**config.mk**
```make
export PLATFORM = sky130hd
export DESIGN_NAME = neopix_tx
export DESIGN_NICKNAME = d
export VERILOG_FILES = /design/src/rtl/neopix_pkg.sv /design/src/rtl/neopix_fifo.sv /design/src/rtl/neopix_tx.sv
export SDC_FILE = /design/constraint.sdc
export NUM_CORES = 1
export LEC_CHECK = 0
export ABC_AREA = 0
export BUFFER_PORTS_ARGS = -buffer_cell sky130_fd_sc_hd__buf_2
export CORE_MARGIN = 1.5
export CORE_UTILIZATION = 53
export DETAILED_ROUTE_END_ITERATION = 16
export GPL_ROUTABILITY_DRIVEN = 0
export GPL_TIMING_DRIVEN = 0
export PLACE_DENSITY = 0.69
export SLEW_MARGIN = 25
export SYNTH_ARGS = -nofsm -noshare
export SYNTH_HDL_FRONTEND = slang
export SYNTH_SLANG_ARGS = --single-unit
```
**constraint.sdc**
```tcl
create_clock -name clk_i -period 5.9 [get_ports clk_i]
set_input_delay 0.59 -clock clk_i [delete_from_list [all_inputs] [get_ports clk_i]]
set_output_delay 0.59 -clock clk_i [all_outputs]
set_load 0.02 [all_outputs]
```
**src/rtl/neopix_pkg.sv**
```systemverilog
// Shared types, default 50 MHz timing constants and helpers for the WS2812 transmitter.
package neopix_pkg;

  typedef enum logic [2:0] {
    ST_IDLE  = 3'd0,
    ST_LOAD  = 3'd1,
    ST_HIGH  = 3'd2,
    ST_LOW   = 3'd3,
    ST_LATCH = 3'd4
  } state_e;

  // 50 MHz clock: 400 ns / 800 ns high times, 1.26 us bit, 60 us latch gap.
  localparam int unsigned DEF_T0H_CYC    = 20;
  localparam int unsigned DEF_T1H_CYC    = 40;
  localparam int unsigned DEF_BIT_CYC    = 63;
  localparam int unsigned DEF_LATCH_CYC  = 3000;
  localparam int unsigned DEF_FIFO_DEPTH = 16;

  // Number of bits needed to hold values 0 .. v-1.
  function automatic int unsigned clog2(input int unsigned v);
    int unsigned r;
    r = 0;
    for (int i = 0; i < 32; i++) begin
      if ((64'd1 << i) < 64'(v)) r = i + 1;
    end
    return r;
  endfunction

endpackage

```
**src/rtl/neopix_fifo.sv**
```systemverilog
// Byte FIFO between the SPI receive stage and the serialiser; head is readable combinationally.
module neopix_fifo
  import neopix_pkg::*;
#(
  parameter int unsigned DEPTH = DEF_FIFO_DEPTH
) (
  input  logic       clk_i,
  input  logic       reset_ni,
  input  logic       wr_en_i,
  input  logic [7:0] wr_data_i,
  input  logic       rd_en_i,
  output logic [7:0] rd_data_o,
  output logic       full_o,
  output logic       empty_o
);

  localparam int unsigned AW = clog2(DEPTH);
  localparam int unsigned PW = AW + 1;

  // Pointers carry one extra wrap bit so full and empty are distinguishable.
  logic [AW:0] wptr_q, wptr_d;
  logic [AW:0] rptr_q, rptr_d;
  logic [7:0]  mem_q [DEPTH];

  assign wptr_d    = wptr_q + PW'(wr_en_i);
  assign rptr_d    = rptr_q + PW'(rd_en_i);
  assign rd_data_o = mem_q[rptr_q[AW-1:0]];
  assign empty_o   = (wptr_q == rptr_q);
  assign full_o    = (wptr_q[AW] != rptr_q[AW]) && (wptr_q[AW-1:0] == rptr_q[AW-1:0]);

  // Pointer registers; reset empties the FIFO.
  always_ff @(posedge clk_i or negedge reset_ni) begin
    if (!reset_ni) begin
      wptr_q <= '0;
      rptr_q <= '0;
    end else begin
      wptr_q <= wptr_d;
      rptr_q <= rptr_d;
    end
  end

  // Storage array, no reset needed since the pointers define validity.
  always_ff @(posedge clk_i) begin
    if (wr_en_i) mem_q[wptr_q[AW-1:0]] <= wr_data_i;
  end

endmodule

```
**src/rtl/neopix_tx.sv**
```systemverilog
// WS2812 serialiser: buffers GRB bytes and drives the high/low bit waveform plus latch gap.
//
// state    | meaning
// ---------+-------------------------------------------------------------
// IDLE     | line low, waiting for a byte in the FIFO
// LOAD     | pop head byte into the shift register (one low cycle)
// HIGH     | line high for T1H_CYC or T0H_CYC depending on shreg[7]
// LOW      | line low for the rest of the bit period
// LATCH    | line low for LATCH_CYC, then frame_done pulse
module neopix_tx
  import neopix_pkg::*;
#(
  parameter int unsigned T0H_CYC    = DEF_T0H_CYC,
  parameter int unsigned T1H_CYC    = DEF_T1H_CYC,
  parameter int unsigned BIT_CYC    = DEF_BIT_CYC,
  parameter int unsigned LATCH_CYC  = DEF_LATCH_CYC,
  parameter int unsigned FIFO_DEPTH = DEF_FIFO_DEPTH
) (
  input  logic       clk_i,
  input  logic       reset_ni,
  input  logic [7:0] data_i,
  input  logic       valid_i,
  output logic       dout_o,
  output logic       busy_o,
  output logic       frame_done_o,
  output logic       overflow_o
);

  localparam int unsigned PH_MAX = (BIT_CYC > LATCH_CYC) ? BIT_CYC : LATCH_CYC;
  localparam int unsigned PH_W   = clog2(PH_MAX);

  // LOAD borrows the final low cycle of the previous bit, so a low phase needs at least 2 cycles.
  localparam bit PARAMS_OK = (T0H_CYC >= 1) && (T0H_CYC < T1H_CYC) && (T1H_CYC + 2 <= BIT_CYC) &&
                             (LATCH_CYC >= 1) && (FIFO_DEPTH >= 2) &&
                             ((FIFO_DEPTH & (FIFO_DEPTH - 1)) == 0);

  if (!PARAMS_OK) begin : g_param_check
    $fatal(1, "neopix_tx: illegal timing or FIFO depth parameters");
  end

  localparam logic [PH_W-1:0] T0H_LAST   = PH_W'(T0H_CYC - 1);
  localparam logic [PH_W-1:0] T1H_LAST   = PH_W'(T1H_CYC - 1);
  localparam logic [PH_W-1:0] LO0_LAST   = PH_W'(BIT_CYC - T0H_CYC - 1);
  localparam logic [PH_W-1:0] LO1_LAST   = PH_W'(BIT_CYC - T1H_CYC - 1);
  localparam logic [PH_W-1:0] LO0_EARLY  = PH_W'(BIT_CYC - T0H_CYC - 2);
  localparam logic [PH_W-1:0] LO1_EARLY  = PH_W'(BIT_CYC - T1H_CYC - 2);
  localparam logic [PH_W-1:0] LATCH_LAST = PH_W'(LATCH_CYC - 1);

  state_e          state_q, state_d;
  logic [PH_W-1:0] ph_q, ph_d;
  logic [2:0]      bit_q, bit_d;
  logic [7:0]      shreg_q, shreg_d;
  logic            dout_q;
  logic            frame_done_q, frame_done_d;
  logic            ovf_q, ovf_d;

  logic            pop;
  logic            fifo_wr;
  logic            fifo_full;
  logic            fifo_empty;
  logic [7:0]      fifo_head;

  logic [PH_W-1:0] hi_last;
  logic [PH_W-1:0] lo_last;
  logic [PH_W-1:0] lo_early;

  // A pop in the same cycle frees a slot, so a write while full is still accepted then.
  assign fifo_wr = valid_i && (!fifo_full || pop);
  assign ovf_d   = ovf_q || (valid_i && fifo_full && !pop);

  assign hi_last  = shreg_q[7] ? T1H_LAST  : T0H_LAST;
  assign lo_last  = shreg_q[7] ? LO1_LAST  : LO0_LAST;
  assign lo_early = shreg_q[7] ? LO1_EARLY : LO0_EARLY;

  neopix_fifo #(
    .DEPTH(FIFO_DEPTH)
  ) u_fifo (
    .clk_i    (clk_i),
    .reset_ni (reset_ni),
    .wr_en_i  (fifo_wr),
    .wr_data_i(data_i),
    .rd_en_i  (pop),
    .rd_data_o(fifo_head),
    .full_o   (fifo_full),
    .empty_o  (fifo_empty)
  );

  // Next-state logic for the bit sequencer, phase/bit counters and shift register.
  always_comb begin
    state_d      = state_q;
    ph_d         = ph_q;
    bit_d        = bit_q;
    shreg_d      = shreg_q;
    pop          = 1'b0;
    frame_done_d = 1'b0;
    case (state_q)
      ST_IDLE: begin
        if (!fifo_empty) state_d = ST_LOAD;
      end
      ST_LOAD: begin
        pop     = 1'b1;
        shreg_d = fifo_head;
        bit_d   = 3'd7;
        ph_d    = '0;
        state_d = ST_HIGH;
      end
      ST_HIGH: begin
        if (ph_q == hi_last) begin
          ph_d    = '0;
          state_d = ST_LOW;
        end else begin
          ph_d = ph_q + PH_W'(1);
        end
      end
      ST_LOW: begin
        // Back-to-back bytes: leave one cycle early so LOAD fills the last low cycle.
        // Reaching lo_last on the final bit means the FIFO was empty a cycle ago.
        if ((bit_q == 3'd0) && !fifo_empty && (ph_q == lo_early)) begin
          ph_d    = '0;
          state_d = ST_LOAD;
        end else if (ph_q == lo_last) begin
          ph_d = '0;
          if (bit_q != 3'd0) begin
            shreg_d = {shreg_q[6:0], 1'b0};
            bit_d   = bit_q - 3'd1;
            state_d = ST_HIGH;
          end else begin
            state_d = ST_LATCH;
          end
        end else begin
          ph_d = ph_q + PH_W'(1);
        end
      end
      ST_LATCH: begin
        if (ph_q == LATCH_LAST) begin
          ph_d         = '0;
          frame_done_d = 1'b1;
          state_d      = ST_IDLE;
        end else begin
          ph_d = ph_q + PH_W'(1);
        end
      end
      default: begin
        state_d = ST_IDLE;
        ph_d    = '0;
      end
    endcase
  end

  // State and datapath registers; the data line is registered from the next state.
  always_ff @(posedge clk_i or negedge reset_ni) begin
    if (!reset_ni) begin
      state_q      <= ST_IDLE;
      ph_q         <= '0;
      bit_q        <= '0;
      shreg_q      <= '0;
      dout_q       <= 1'b0;
      frame_done_q <= 1'b0;
      ovf_q        <= 1'b0;
    end else begin
      state_q      <= state_d;
      ph_q         <= ph_d;
      bit_q        <= bit_d;
      shreg_q      <= shreg_d;
      dout_q       <= (state_d == ST_HIGH);
      frame_done_q <= frame_done_d;
      ovf_q        <= ovf_d;
    end
  end

  assign dout_o       = dout_q;
  assign busy_o       = (state_q != ST_IDLE);
  assign frame_done_o = frame_done_q;
  assign overflow_o   = ovf_q;

endmodule

```
# After elaboration in Yosys (flattened, before gate mapping)
# Memory sizes are Yosys's and may differ from the RTL's.
# Index checks and enable logic that the tools add are counted.
# totals
reg_bits	39
ram_bits	128
input_bits	11
output_inout_bits	4
word_cells	74
n_memories	1
# op_classes
n_addsub	4
n_eq_ne	15
muxes	28
n_reduce_logical	17
# memory_table
name	depth	word_bits	read_ports	rd_ports_with_merged_regs	write_ports	line	rtl
u_fifo.mem_q	16	8	1	0	1	neopix_fifo.sv:23	logic [7:0] mem_q [DEPTH];
# op_table
cell	n
$mux W12	4
$pmux W12 S4	1
$eq A12 B6 Y1	3
$mux W3	9
$mux W8	3
$mux W6	3
$pmux W8 S2	1
$pmux W3 S5	1
$add A12 B1 Y12 const B	1
$eq A12 B12 Y1 const B	1
$add A5 B1 Y5	2
$eq A3 B2 Y1 const B	3
$logic_and A1 B1 Y1	6
$logic_not A3 Y1	2
$ne A2 B2 Y1 const B	3
$pmux W3 S2	1
$reduce_bool A3 Y1	2
$eq A5 B5 Y1	1
$mux W1	5
$eq A4 B4 Y1	1
$reduce_and A4 Y1	1
$eq A3 B1 Y1 const B	1
$eq A3 B3 Y1 const B	1
$logic_not A1 Y1	3
4 further kinds	5

# Longest topological paths before layout
# depth
depth_word	7
ltp_mapped	9
ltp_nobuf	8

# Cells and area by module
# A second synthesis with hierarchy kept.
# hier_totals
cells_unflattened	467
area_unflattened_um2	7228.2
# modules_own_cells
mod	n_inst	cells_each	area_each_um2	seq_area_each_um2
neopix_fifo	1	293	5499.0	4093.9
neopix_tx	1	174	1729.2	725.7

# Least setup slack after synthesis
# No wires, ideal clock.
# synth_path
path_type	register -> register
from	register state_q[2]
to	memory u_fifo.mem_q[0][0] (enable)
setup_time_ns	0.383
t_arrival_ns	2.242
slack_ns	3.275
path_stages_with_launch	6
path_buffers	1
period_less_slack_ns	2.625
cell_sequence	dfrtp_1 > clkbuf_1 > or3b_1 > a31oi_1 > or3b_1 > nor3_1
# synth_via
elab_chain_len	6
# synth_lines
element	line	rtl
start: declaration	neopix_tx.sv:49	state_e state_q, state_d;
start signal: assignment	neopix_tx.sv:161	state_q <= state_d;
$eq A3 B1 Y1	neopix_tx.sv:96	case (state_q)
$mux W1	neopix_tx.sv:96	
$logic_or A1 B1 Y1	neopix_tx.sv:68	assign fifo_wr = valid_i && (!fifo_full || pop);
$logic_and A1 B1 Y1	neopix_tx.sv:68	
$mux W1	neopix_fifo.sv:44	if (wr_en_i) mem_q[wptr_q[AW-1:0]] <= wr_data_i;
$mux W1 (not written as such)	neopix_fifo.sv:44	
end: declaration	neopix_fifo.sv:23	
# Every way passes these cells.

# Final worst setup path
# layout_path
from	register u_fifo.rptr_q[1]
to	memory u_fifo.mem_q[4][4] (enable)
# layout_via
elab_chain_len	7
# layout_lines
element	line	rtl
start: declaration	neopix_fifo.sv:22	logic [AW:0] rptr_q, rptr_d;
start signal: assignment	neopix_fifo.sv:38	rptr_q <= rptr_d;
$eq A4 B4 Y1	neopix_fifo.sv:29	assign full_o = (wptr_q[AW] != rptr_q[AW]) && (wptr_q[AW-1:0] == rptr_q[AW-1:0]);
$logic_and A1 B1 Y1	neopix_fifo.sv:29	
$logic_not A1 Y1	neopix_tx.sv:68	
$logic_or A1 B1 Y1	neopix_tx.sv:68	
$logic_and A1 B1 Y1	neopix_tx.sv:68	
$mux W1	neopix_fifo.sv:44	
$mux W1 (not written as such)	neopix_fifo.sv:44	
# Every way passes these cells.

==> impl_metrics.tcl <==
set metrics [dict create \
    num_vias 3750 \
    seq_area_frac_synth_pct 68.71 \
    die_w_um 118.0 \
    clock_sink_count 167 \
    status "finished clean" \
    post_cts_resize_count 0 \
    post_cts_buffers 0 \
    startpoint_type "flop" \
    cap_violations 0 \
    synth.avg_cell_area_um2 16.78 \
    grt.overflow.total 0 \
    synth_top_area_share_pct 54.80 \
    fin_skew_ns 0.01524 \
    placed_area_um2 7325 \
    dp_hpwl_mm 8.824 \
    start_util_pct 54.91 \
    areaGrowthSynthToFinish_pct 12.42 \
    grt_pass1_wl_mm 21.31 \
    ys_async_sr_fraction_pct 23.35 \
    cts.path.max_buffers 2 \
    cp-end-kind "flop" \
    synth_most_common_cell "edfxtp_1" \
    syn_inst 418 \
    route.detailed.drc 0 \
    antenna_cells 0 \
    clk_latency_ns 0.43 \
    synth-edff-count 128 \
    path_class "flop to flop" \
    critPathLaunch "u_fifo.rptr_q[1]$_DFF_PN0_" \
    r2r-end "u_fifo.mem_q[4][4]$_DFFE_PP_" \
    avgViaCountPerCell 5.906 \
    worstPathArrival_ns 3.31 \
    yosysWarningCount 0 \
    finalCriticalPeriod_ns 3.260 \
    io_buffers 14 \
    power.density_nw_per_um2 446.8 \
    tns_ns 0 \
    die_area_um2 13930 \
    worst_slack_ns 2.640 \
    cp-endpoint "u_fifo.mem_q[4][4]$_DFFE_PP_" \
    fillers 932 \
    grt_pass1_vias 3865 \
    num-nets-final 471 \
    antenna_left 0 \
    path_clk_slew_ns 0.06 \
    maxSlewViolCount 0 \
    grt_antenna_before_repair 0 \
    synth.area.top_cells "edfxtp_1 (55%), dfrtp_1 (14%), mux4_2 (13%)" \
    drtIter0Drc 316 \
    r2r_slack_ns 2.64 \
    ctsHoldBuffers 0 \
    synth-seq-cells 167 \
    rows 41 \
    synth.largest_area_cell "edfxtp_1" \
    cp_cell_sequence "clkbuf_1 -> xor2_1 -> nor4_2 -> a31oi_1 -> or3b_1 -> nor2_1" \
    synth_cell_types 50 \
    post-route-period-util_pct 55.25 \
    drive_above_1_share_pct 21.81 \
    critPathMaxStageDelay_ns 0.72 \
    rr_worst_depth 6 \
    cp_max_fo 8 \
    dieHeight_um 118.0 \
    hold_slack_ns 0.2826 \
    place_ws_ns 2.631 \
    yosys-top-cells-count "edfxtp_1 (128), mux4_2 (40), dfrtp_1 (39)" \
    rsz0062_at_grt "false" \
    fin_area_um2 7885 \
    syn_nets 438 \
    synth_top_flop_cell "edfxtp_1" \
    max_clock_freq_mhz 306.8 \
    htreeDepth 4 \
    hold_violations 0 \
    cts_tree "built" \
    grt_max_degree 40 \
    cts_buffers 17 \
    routed_wirelength_mm 13.20 \
    hp-class "input pin to async pin" \
    wl_per_cell_um 20.79 \
    dp_cells 604 \
    grt_usage_pct 21.02 \
    setup_violations 0 \
    io_pins 15 \
    timing.rr.start "u_fifo.rptr_q[1]$_DFF_PN0_" \
    root_buffer "clkbuf_16" \
    irDropWorstVdd_uv 224.6 \
    fin_util_pct 61.73 \
    syn_area_um2 7014 \
    slowest_stage "nor2_1" \
    core_um2 12770 \
    slew_headroom_pct 38.74 \
    required_ns 5.95 \
    final_cells 635 \
    worst_pin_slew_ns 0.9155 \
    p_leak_nw 2.772 \
    first_pass_iters 4 \
    power_mw 3.523 \
]
-- flip-flops by register name, summed over array words and instances, names as in the netlist --
| name | cells |
|---|---|
| shreg_q | 8 |
| frame_done_o | 1 |
| dout_o | 1 |
| state_q | 3 |
| bit_q | 3 |
| overflow_o | 1 |
| u_fifo.rptr_q | 5 |
| u_fifo.mem_q | 128 |
| ph_q | 12 |
| u_fifo.wptr_q | 5 |
-- power breakdown --
group	total, mW	switching (mW)	internal (mW)
clock network	1.05	0.433	0.615
logic	0.958	0.540	0.418
registers	1.52	0.0758	1.44
-- how the worst min path moves through the flow --
stage / startpoint / endpoint / slack (ns) / cells after the start
6_report: reset_ni / ph_q[7]$_DFFE_PN0N_ / 0.28 / 1
5_1_grt: reset_ni / ph_q[7]$_DFFE_PN0N_ / 0.36 / 1
4_1_cts: reset_ni / ph_q[7]$_DFFE_PN0N_ / 0.30 / 1
3_5_place_dp: overflow_o$_DFF_PN0_ / overflow_o$_DFF_PN0_ / 0.47 / 1
3_3_place_gp: overflow_o$_DFF_PN0_ / overflow_o$_DFF_PN0_ / 0.47 / 1
2_1_floorplan: reset_ni / bit_q[0]$_DFFE_PN0P_ / 0.29 / 0
-- placed cells by master, fill, tap and decap left out, types with 4 or more instances in the layout --
cell	n
edfxtp_1	128
mux4_2	40
dfrtp_1	39
nand2_1	29
nor2_1	26
buf_2	20
clkbuf_16	17
clkbuf_1	13
nand3_1	12
xor2_1	10
a31oi_1	10
o21ai_0	10
inv_1	9
ha_1	9
xnor2_1	5
nor3_2	5
and2_1	5
a21o_1	5
nand2b_1	4
-- logic make-up (layout without fill, tap and decap cells) --
group / count (synthesis) / count (layout) / share of synthesized area (%)
adder cells (fa/ha/maj): 9 / 9 / 1.605
XOR/XNOR: 15 / 15 / 1.873
buffers and inverters: 31 / 76 / 2.033
flip-flops: 167 / 167 / 68.71
multiplexers: 41 / 41 / 13.00
AO/OA/AOI/OAI: 42 / 42 / 4.138
AND/OR/NAND/NOR: 113 / 113 / 8.634
-- final cells by class --
class | instances | area [um^2] | area share (%)
timing repair buffer | 14 | 70.07 | 0.8886
clock buffer | 17 | 425.4 | 5.395
buffer | 22 | 108.9 | 1.381
inverter | 9 | 33.78 | 0.4284
tap | 172 | 215.2 | 2.729
multi-input combinational | 220 | 2077 | 26.34
sequential | 167 | 4820 | 61.12
clock inverter | 14 | 135.1 | 1.714
-- per-layer routing --
| layer | GRT usage (%) | vias to the layer above | routed length, um |
|---|---|---|---|
| li1 | - | 1701 | - |
| met1 | 27.46 | 1936 | 5629 |
| met2 | 34.06 | 92 | 6716 |
| met3 | 5.426 | 21 | 616 |
| met4 | 8.308 | 0 | 239 |
| met5 | 0 | - | 0 |
-- worst max-delay path: cells and delay by family (launching register included) --
| kind | cells | cell delay [ns] |
|---|---|---|
| AO/OA/AOI/OAI | 1 | 0.54 |
| XOR/XNOR | 1 | 0.23 |
| buffers and inverters | 1 | 0.46 |
| flip-flops | 1 | 0.35 |
| AND/OR/NAND/NOR | 3 | 1.32 |
No activity file was read; power rests on OpenSTA's default activity.
